<file path="src/rtl/ram_1port_arb.sv">
// ram_1port_arb: round-robin sharing of one single-port RAM between two requesters.
// Request and ack paths are purely combinational; only prio_q and the read-tag FIFO are registered.
module ram_1port_arb #(
  parameter int Width = 64,
  parameter int Size  = 128
) (
  input  logic                    clk,
  input  logic                    reset,
  input  logic                    req0_valid,
  output logic                    req0_retry,
  input  logic                    req0_we,
  input  logic [$clog2(Size)-1:0] req0_pos,
  input  logic [Width-1:0]        req0_data,
  input  logic                    req1_valid,
  output logic                    req1_retry,
  input  logic                    req1_we,
  input  logic [$clog2(Size)-1:0] req1_pos,
  input  logic [Width-1:0]        req1_data,
  output logic                    ack0_valid,
  input  logic                    ack0_retry,
  output logic [Width-1:0]        ack0_data,
  output logic                    ack1_valid,
  input  logic                    ack1_retry,
  output logic [Width-1:0]        ack1_data,
  output logic                    ram_req_valid,
  output logic                    ram_req_we,
  output logic [$clog2(Size)-1:0] ram_req_pos,
  output logic [Width-1:0]        ram_req_data,
  input  logic                    ram_req_retry,
  input  logic                    ram_ack_valid,
  input  logic [Width-1:0]        ram_ack_data,
  output logic                    ram_ack_retry
);

  logic       prio_q;
  logic [1:0] tag_q;
  logic       wr_ptr_q;
  logic       rd_ptr_q;
  logic [1:0] count_q;
  logic       err_q;

  logic full, empty, head;
  logic elig0, elig1, grant0, grant1;
  logic accept, push, pop;

  assign full  = (count_q == 2'd2);
  assign empty = (count_q == 2'd0);
  assign head  = tag_q[rd_ptr_q];

  // Reads need a free tag slot; a same-cycle pop does not free one (no full-bypass).
  assign elig0  = req0_valid & (req0_we | ~full);
  assign elig1  = req1_valid & (req1_we | ~full);
  assign grant1 = elig1 & (~elig0 | prio_q);
  assign grant0 = elig0 & ~grant1;

  always_comb begin
    ram_req_valid = elig0 | elig1;
    ram_req_we    = req0_we;
    ram_req_pos   = req0_pos;
    ram_req_data  = req0_data;
    if (grant1) begin
      ram_req_we   = req1_we;
      ram_req_pos  = req1_pos;
      ram_req_data = req1_data;
    end
  end

  assign req0_retry = req0_valid & (grant0 ? ram_req_retry : 1'b1);
  assign req1_retry = req1_valid & (grant1 ? ram_req_retry : 1'b1);

  assign accept = ram_req_valid & ~ram_req_retry;
  assign push   = accept & ~ram_req_we;

  // A spurious ack (empty FIFO) is drained with retry low and goes to nobody.
  assign ack0_valid    = ram_ack_valid & ~empty & ~head;
  assign ack1_valid    = ram_ack_valid & ~empty & head;
  assign ack0_data     = ram_ack_data;
  assign ack1_data     = ram_ack_data;
  assign ram_ack_retry = ~empty & (head ? ack1_retry : ack0_retry);
  assign pop           = ram_ack_valid & ~empty & ~ram_ack_retry;

  always_ff @(posedge clk or negedge reset) begin
    if (!reset) begin
      prio_q   <= 1'b0;
      tag_q    <= 2'b00;
      wr_ptr_q <= 1'b0;
      rd_ptr_q <= 1'b0;
      count_q  <= 2'd0;
      err_q    <= 1'b0;
    end else begin
      if (accept) prio_q <= grant0;
      if (push) begin
        tag_q[wr_ptr_q] <= grant1;
        wr_ptr_q        <= ~wr_ptr_q;
      end
      if (pop) rd_ptr_q <= ~rd_ptr_q;
      case ({push, pop})
        2'b10:   count_q <= count_q + 2'd1;
        2'b01:   count_q <= count_q - 2'd1;
        default: count_q <= count_q;
      endcase
      if (ram_ack_valid && empty) err_q <= 1'b1;
    end
  end

endmodule

</file>
<file path="config.mk">
export PLATFORM = sky130hd
export DESIGN_NAME = ram_1port_arb
export DESIGN_NICKNAME = d
export VERILOG_FILES = /design/src/rtl/ram_1port_arb.sv
export SDC_FILE = /design/constraint.sdc
export NUM_CORES = 1
export LEC_CHECK = 0
export ABC_AREA = 1
export BUFFER_PORTS_ARGS = -buffer_cell sky130_fd_sc_hd__clkbuf_2
export CORE_AREA = 2 2 163 165
export DETAILED_ROUTE_END_ITERATION = 12
export DIE_AREA = 0 0 165 167
export PLACE_DENSITY_LB_ADDON = 0.1
export SETUP_SLACK_MARGIN = 0.5
export SLEW_MARGIN = 5
export SYNTH_ARGS = -nofsm -noshare
export SYNTH_HDL_FRONTEND = slang
export SYNTH_SLANG_ARGS = --single-unit
</file>
<file path="constraint.sdc">
create_clock -name clk -period 2.7 [get_ports clk]
set_input_delay 0.54 -clock clk [delete_from_list [all_inputs] [get_ports clk]]
set_output_delay 0.54 -clock clk [all_outputs]
set_load 0.05 [all_outputs]
</file>
==> flow_summary_export.csv, run 1 <==
group,metric,value,unit
yosys,ys_types,19,
placed_design,pre_cts_slack,0.275,ns
flow_run,maxCapViolCount,0,
cts,cts_root_buffer,"clkbuf_16",
finish,drive_gt1_share,65.9,%
timing,fin_tns_setup,0,ns
worst_setup_path,max_stage_delay,0.39,ns
timing,clock.fmax,0.444,GHz
placed_design,dp_hpwl,9.00,mm
timing,finalHoldViolCount,0,
placed_design,dp.cells,844,
yosys,synth_nets,636,
yosys,yosys-top-cells-area,"buf_4 41%, nand2_1 37%, dfrtp_1 7.5%",
routing,routed_wl,12.3,mm
floorplan,num_io_pins,422,
cts,h-tree-depth,1,
cts,cts.sinks,7,
timing,rsz0062_at_grt,"yes",
global_route,grt_max_degree,38,
cts,clock_path_buffers,2,
pwr,power,3.75,mW
finish,syn2layout_area_growth,101,%
pwr,max-vdd-ir-drop,0.000296,V
yosys,ys_seq_area_share,7.50,%
placed_design,gp_congestion,0.726,
routing,post_drt_wl_per_cell,14.2,µm
worst_setup_path,crit_top_cell,"buf_12",
status,status,"finished clean",
floorplan,die_area,27600,µm²
global_route,antenna_found_initial,0,
timing,tightest_slew,0.316,ns
worst_setup_path,ff2ff_setup_slack,0.76,ns
worst_setup_path,critPathLaunchType,"flop",
worst_setup_path,worstReg2RegEnd,"count_q[1]",
floorplan,dieWidth,165,µm
worst_setup_path,arrival,1.71,ns
routing,route.detailed.drc,0,
floorplan,die_h,167,µm
timing,fin_crit,2.25,ns
finish,fin_area,4700,µm²
routing,vias,2809,
yosys,yosysTopAreaCellShare,41.1,%
worst_setup_path,reg2regPathDepth,12,
pwr,power_frac_clock,6.7,%
finish,antenna_cells,0,
yosys,synth_area,2340,µm²
pwr,power_density,797,nW/µm²
timing,maxSlewViolCount,0,
worst_setup_path,path_class,"flop to output port",
worst_setup_path,crit_required,2.16,ns
cts,cts_tree,"built",
worst_hold_path,hp-class,"primary input to asynchronous set/reset pin",
finish,finalNonFillerCells,871,
timing,fin_skew,0.000509,ns
cts,clk_pin_slew_worst_paths,0.04,ns
yosys,yosys.area.top_type,"buf_4",
global_route,grt_pass1_vias,2777,
worst_setup_path,crit_slowest_cell,"dfrtp_2",
routing,ant_nets,0,
timing,period_share,83.4,%
global_route,grt_pass1_wl,16.2,mm
pwr,p_int,1.77,mW
floorplan,start_util,9.07,%
finish,layout.nets,754,
routing,drtPass1Iterations,4,
floorplan,std_cell_rows,59,
worst_setup_path,crit_buf_inv,6,
placed_design,placed_cell_area,3560,µm²
worst_setup_path,r2r_start,"count_q[0]",
timing,timing.final.ws_setup,0.449,ns
pwr,power_switching_share,52.8,%
global_route,grt_usage,7.70,%
timing,final-setup-viol-count,0,
yosys,syn_inst,419,
worst_setup_path,crit_chain,"inv_2, nand3_2, nand2_4, inv_4, nand2_8, inv_12, buf_12, clkbuf_16, nand2_1, nand2_2, buf_12",
floorplan,fp.coreArea,25800,µm²
worst_setup_path,cpLargestDelayFamily,"buffers and inverters",
pwr,p_leak,2.56,nW
timing,maxSlewHeadroom,78.7,%
yosys,avgSynthCellArea,5.58,µm²
placed_design,port_buffers,229,
worst_setup_path,crit_fanout,8,
worst_setup_path,crit_path_end_kind,"output port",
cts,cts_buffers,3,
pwr,seqPwrFrac,5.2,%
yosys,yosys_register_bits,7,
pwr,combPwrFrac,88.1,%
cts,clock_latency,0.23,ns
routing,drtIter0Drc,60,
pwr,p_sw,1.98,mW
yosys,ys_warn_count,0,
global_route,grt_overflow,0,
routing,vias_per_cell,3.23,
==> cell type report <==
class,count,area (µm²)
Multi-Input combinational cell,256,1450
Fill cell,2878,21100
Clock buffer,4,78.8
Inverter,13,63.8
Timing Repair Buffer,256,2510
Sequential cell,7,178
Tap cell,335,419
==> power by group through the flow <==
stage | clock (mW) | combinational, mW | sequential (mW)
5_1_grt | 0.263 | 3.49 | 0.206
3_3_place_gp | 0 | 2.55 | 0.207
3_5_place_dp | 0 | 2.55 | 0.206
6_report | 0.252 | 3.30 | 0.196
4_1_cts | 0.257 | 3.02 | 0.197
2_1_floorplan | 0 | 2.02 | 0.192
==> layout by cell type (no fill, tap or decap), types with 3 or more instances in the layout <==
cell type and count:
clkbuf_2 155, nand2_1 148, buf_12 54, nand2_2 48, nand2_4 34, buf_6 12
buf_4 11, buf_8 10, inv_1 9, clkbuf_16 8, o21ai_0 5, dfrtp_1 5
nor2_1 3, nand3_1 3, nand4_1 3, buf_16 3, clkbuf_4 3
==> metal layers <==
metal  up-vias  part of all wire (%)  GRT usage, %
met5         -                     0             0
li1       1365                     -             -
met2       149                    51          13.9
met3        61                   7.5          2.02
met4         0                   4.2          3.55
met1      1234                    37          8.30
==> worst max-delay path by stage <==
stage               startpoint          endpoint  slack, ns  cells past startpoint
finish              count_q[0]  ram_req_data[59]       0.45                     11
global route        count_q[0]   ram_req_data[1]       0.39                     11
CTS                 count_q[0]  ram_req_data[36]       0.46                     11
detailed placement     req1_we  ram_req_data[25]       0.28                     10
global placement       req1_we  ram_req_data[29]       0.29                     10
floorplan              req0_we   ram_req_data[0]       0.62                      8
==> kinds of logic (layout without fill, tap and decap cells) <==
family	after synthesis	count (layout)	share of synthesized area (%)
flip-flops	7	7	7.50
XOR/XNOR	3	3	1.13
AO/OA/AOI/OAI	8	8	1.87
AND/OR/NAND/NOR	244	244	40.4
buffers and inverters	156	273	48.6
adder cells (fa/ha/maj)	1	1	0.536
==> registers in the layout, indices dropped and copies added (netlist names) <==
register	cells
prio_q	1
rd_ptr_q	1
tag_q	2
count_q	2
wr_ptr_q	1
==> what timing repair did <==
| item | CTS | global route |
|---|---|---|
| gates resized for setup | 103 | 111 |
| pin swaps | 3 | 16 |
| buffers inserted | 9 | 3 |
| hold buffers | 0 | 0 |
| endpoints found under the setup margin | 74 | 74 |
| cloned | 4 | 7 |
==> stage by stage <==
| step | utilization (%) | hold slack, ns |
|---|---|---|
| finish | 18.3 | 0.148 |
| global route | 18.3 | 0.162 |
| CTS | 16.3 | 0.156 |
| detailed placement | 13.8 | 0.399 |
| global placement | 13.8 | 0.400 |
| floorplan | - | 0.244 |
==> synthesized netlist by cell type <==
master and number:
a21oi_1 2, a21oi_2 1, and2_1 1, buf_2 7
buf_4 128, buf_6 8, dfrtp_1 7, ha_1 1
inv_1 10, inv_2 3, nand2_1 229, nand2_2 2
nand3_1 5, nand3_2 1, nand4_1 3, nor2_1 3
o21ai_0 5, xnor2_1 2, xor2_1 1
(Power assumes the default switching activity.)
==> inputs of run 2 (changes only) <==
--- a/config.mk
+++ b/config.mk
@@ -7,9 +7,9 @@
 export LEC_CHECK = 0
 export ABC_AREA = 1
 export BUFFER_PORTS_ARGS = -buffer_cell sky130_fd_sc_hd__clkbuf_2
-export CORE_AREA = 2 2 163 165
+export CORE_AREA = 2 2 162 164
 export DETAILED_ROUTE_END_ITERATION = 12
-export DIE_AREA = 0 0 165 167
+export DIE_AREA = 0 0 164 166
 export PLACE_DENSITY_LB_ADDON = 0.1
 export SETUP_SLACK_MARGIN = 0.5
 export SLEW_MARGIN = 5
==> constraint.sdc (replaced) <==
create_clock -name clk -period 2.3 [get_ports clk]
set_input_delay 0.46 -clock clk [delete_from_list [all_inputs] [get_ports clk]]
set_output_delay 0.46 -clock clk [all_outputs]
set_load 0.05 [all_outputs]
==> flow_summary_export.csv, run 2 (synthesized netlist as in run 1, its figures left out) <==
group,metric,value,unit
status,status,"finished clean",
floorplan,std_cell_rows,59,
floorplan,die_area,27200,µm²
floorplan,num_io_pins,422,
finish,layout.nets,770,
global_route,use_met3,1.60,%
global_route,grt_pass1_vias,3082,
timing,rsz0062_at_grt,"yes",
cts,cts_buffers,3,
timing,clock.fmax,0.452,GHz
worst_setup_path,path_class,"flop to output port",
timing,fin_tns_setup,0,ns
timing,fin_crit,2.21,ns
routing,vias,2893,
pwr,max-vdd-ir-drop,0.000541,V
cts,clock_latency,0.23,ns
pwr,p_leak,2.85,nW
worst_setup_path,critPathLaunchType,"flop",
finish,antenna_cells,0,
worst_setup_path,crit_path_end_kind,"output port",
placed_design,port_buffers,229,
timing,tightest_slew,0.216,ns
placed_design,pre_cts_slack,0.0328,ns
timing,maxSlewHeadroom,85.6,%
cts,h-tree-depth,1,
finish,drive_gt1_share,78.6,%
placed_design,dp_hpwl,9.32,mm
finish,top_regs,"count_q x2, tag_q x2",
global_route,busiest_layer,"met2",
worst_setup_path,crit_required,1.84,ns
finish,mostFrequentLayoutCells,"151 x clkbuf_2, 103 x nand2_4, 93 x nand2_1, 35 x nand2_2, 35 x buf_12",
global_route,grt_pass1_wl,17.6,mm
timing,maxSlewViolCount,0,
routing,routed_wl,12.8,mm
flow_run,maxCapViolCount,0,
routing,route.detailed.drc,0,
floorplan,fp.coreArea,25600,µm²
routing,drtPass1Iterations,4,
worst_setup_path,arrival,1.75,ns
cts,hold_buffers,0,
finish,final_common_cell,"clkbuf_2",
floorplan,dieWidth,164,µm
floorplan,die_h,166,µm
cts,clock_path_buffers,2,
cts,clk_pin_slew_worst_paths,0.04,ns
timing,finalHoldViolCount,0,
worst_hold_path,hp-class,"primary input to asynchronous set/reset pin",
global_route,antenna_found_initial,0,
routing,drtIter0Drc,49,
finish,postLayoutCoreUtil,21.1,%
cts,cts.sinks,7,
timing,timing.final.ws_setup,0.0869,ns
placed_design,gp_congestion,0.708,
cts,cts_tree,"built",
global_route,grt_usage,8.33,%
finish,syn2layout_area_growth,131,%
timing,fin_skew,0.00121,ns
worst_setup_path,crit_fanout,6,
global_route,grt_max_degree,36,
cts,cts_root_buffer,"clkbuf_16",
floorplan,start_util,9.12,%
pwr,power_density,906,nW/µm²
global_route,grtUsageMet2,14.2,%
global_route,grt_overflow,0,
timing,final-setup-viol-count,0,
timing,period_share,96.2,%
routing,post_drt_wl_per_cell,14.5,µm
routing,ant_nets,0,
global_route,gr-usage-met1,10.3,%
routing,vias_per_cell,3.26,
==> run 2: cell count changes in the layout (fill, tap and decap cells not counted), sizes merged <==
| cell | before | now |
|---|---|---|
| buf | 90 | 99 |
| clkbuf | 169 | 176 |
| bufbuf | 1 | 0 |
| clkinv | 0 | 1 |
==> run 2: final timing paths <==
check / from / endpoint / slack [ns] / cells after the start
worst max register to register: count_q[1] / prio_q / 0.14 / 14
worst max-delay path: count_q[0] / ram_req_data[31] / 0.09 / 11
min in group clk: tag_q[0] / tag_q[0] / 0.49 / 2
worst min register to register: tag_q[0] / tag_q[0] / 0.49 / 2
worst min-delay path: reset / prio_q / 0.08 / 1
max in group asynchronous: reset / count_q[1] / 2.02 / 1
==> run 2: power by group <==
part           leakage [nW]  switching [mW]  internal, mW
clock network        0.0409          0.0663         0.228
registers            0.0849          0.0553         0.185
logic                  2.73            2.44          1.92
total                  2.85            2.56          2.34
==> run 2: layer usage <==
layer | wire length (µm) | share of wire (%)
met3 | 765 | 6.0
met5 | 0 | 0
met1 | 5250 | 41
met2 | 6400 | 50
met4 | 434 | 3.4
==> run 2: critical path, cell delays in order (launching register included) <==
cell and delay (ns):
dfrtp_1 0.39, inv_2 0.10, nand3_4 0.09, nand3_4 0.09, nand2_4 0.06, buf_12 0.14, inv_16 0.08, buf_12 0.14
buf_16 0.16, nand2_4 0.06, nand2_4 0.07, buf_12 0.13
==> run 2: what timing repair did <==
item / 4_1_cts / 5_1_grt
endpoints found under the hold margin: 0 / 0
setup buffers: 16 / 8
setup endpoints to repair: 79 / 80
pin swaps: 5 / 7
resized for setup: 130 / 144
gates cloned: 6 / 4
==> run 2: final cells by class <==
type                            instances  area (µm²)
Sequential cell                         7         176
Timing Repair Buffer                  272        2710
Inverter                               13        65.1
Multi-Input combinational cell        256        1950
Clock buffer                            3        75.1
Clock inverter                          1        5.00
Fill cell                            2835       20200
Tap cell                              335         419
==> run 2: metrics by stage <==
| stage | hold WS, ns | cell area [µm²] | power [mW] | instances |
|---|---|---|---|---|
| finish | 0.0766 | 5400 | 4.90 | 887 |
| global placement | 0.325 | 3930 | 3.43 | 849 |
| CTS | 0.0817 | 4820 | 4.46 | 875 |
| detailed placement | 0.326 | 3930 | 3.43 | 849 |
| floorplan | 0.164 | 2870 | 2.94 | 419 |
| global route | 0.0873 | 5400 | 5.16 | 887 |
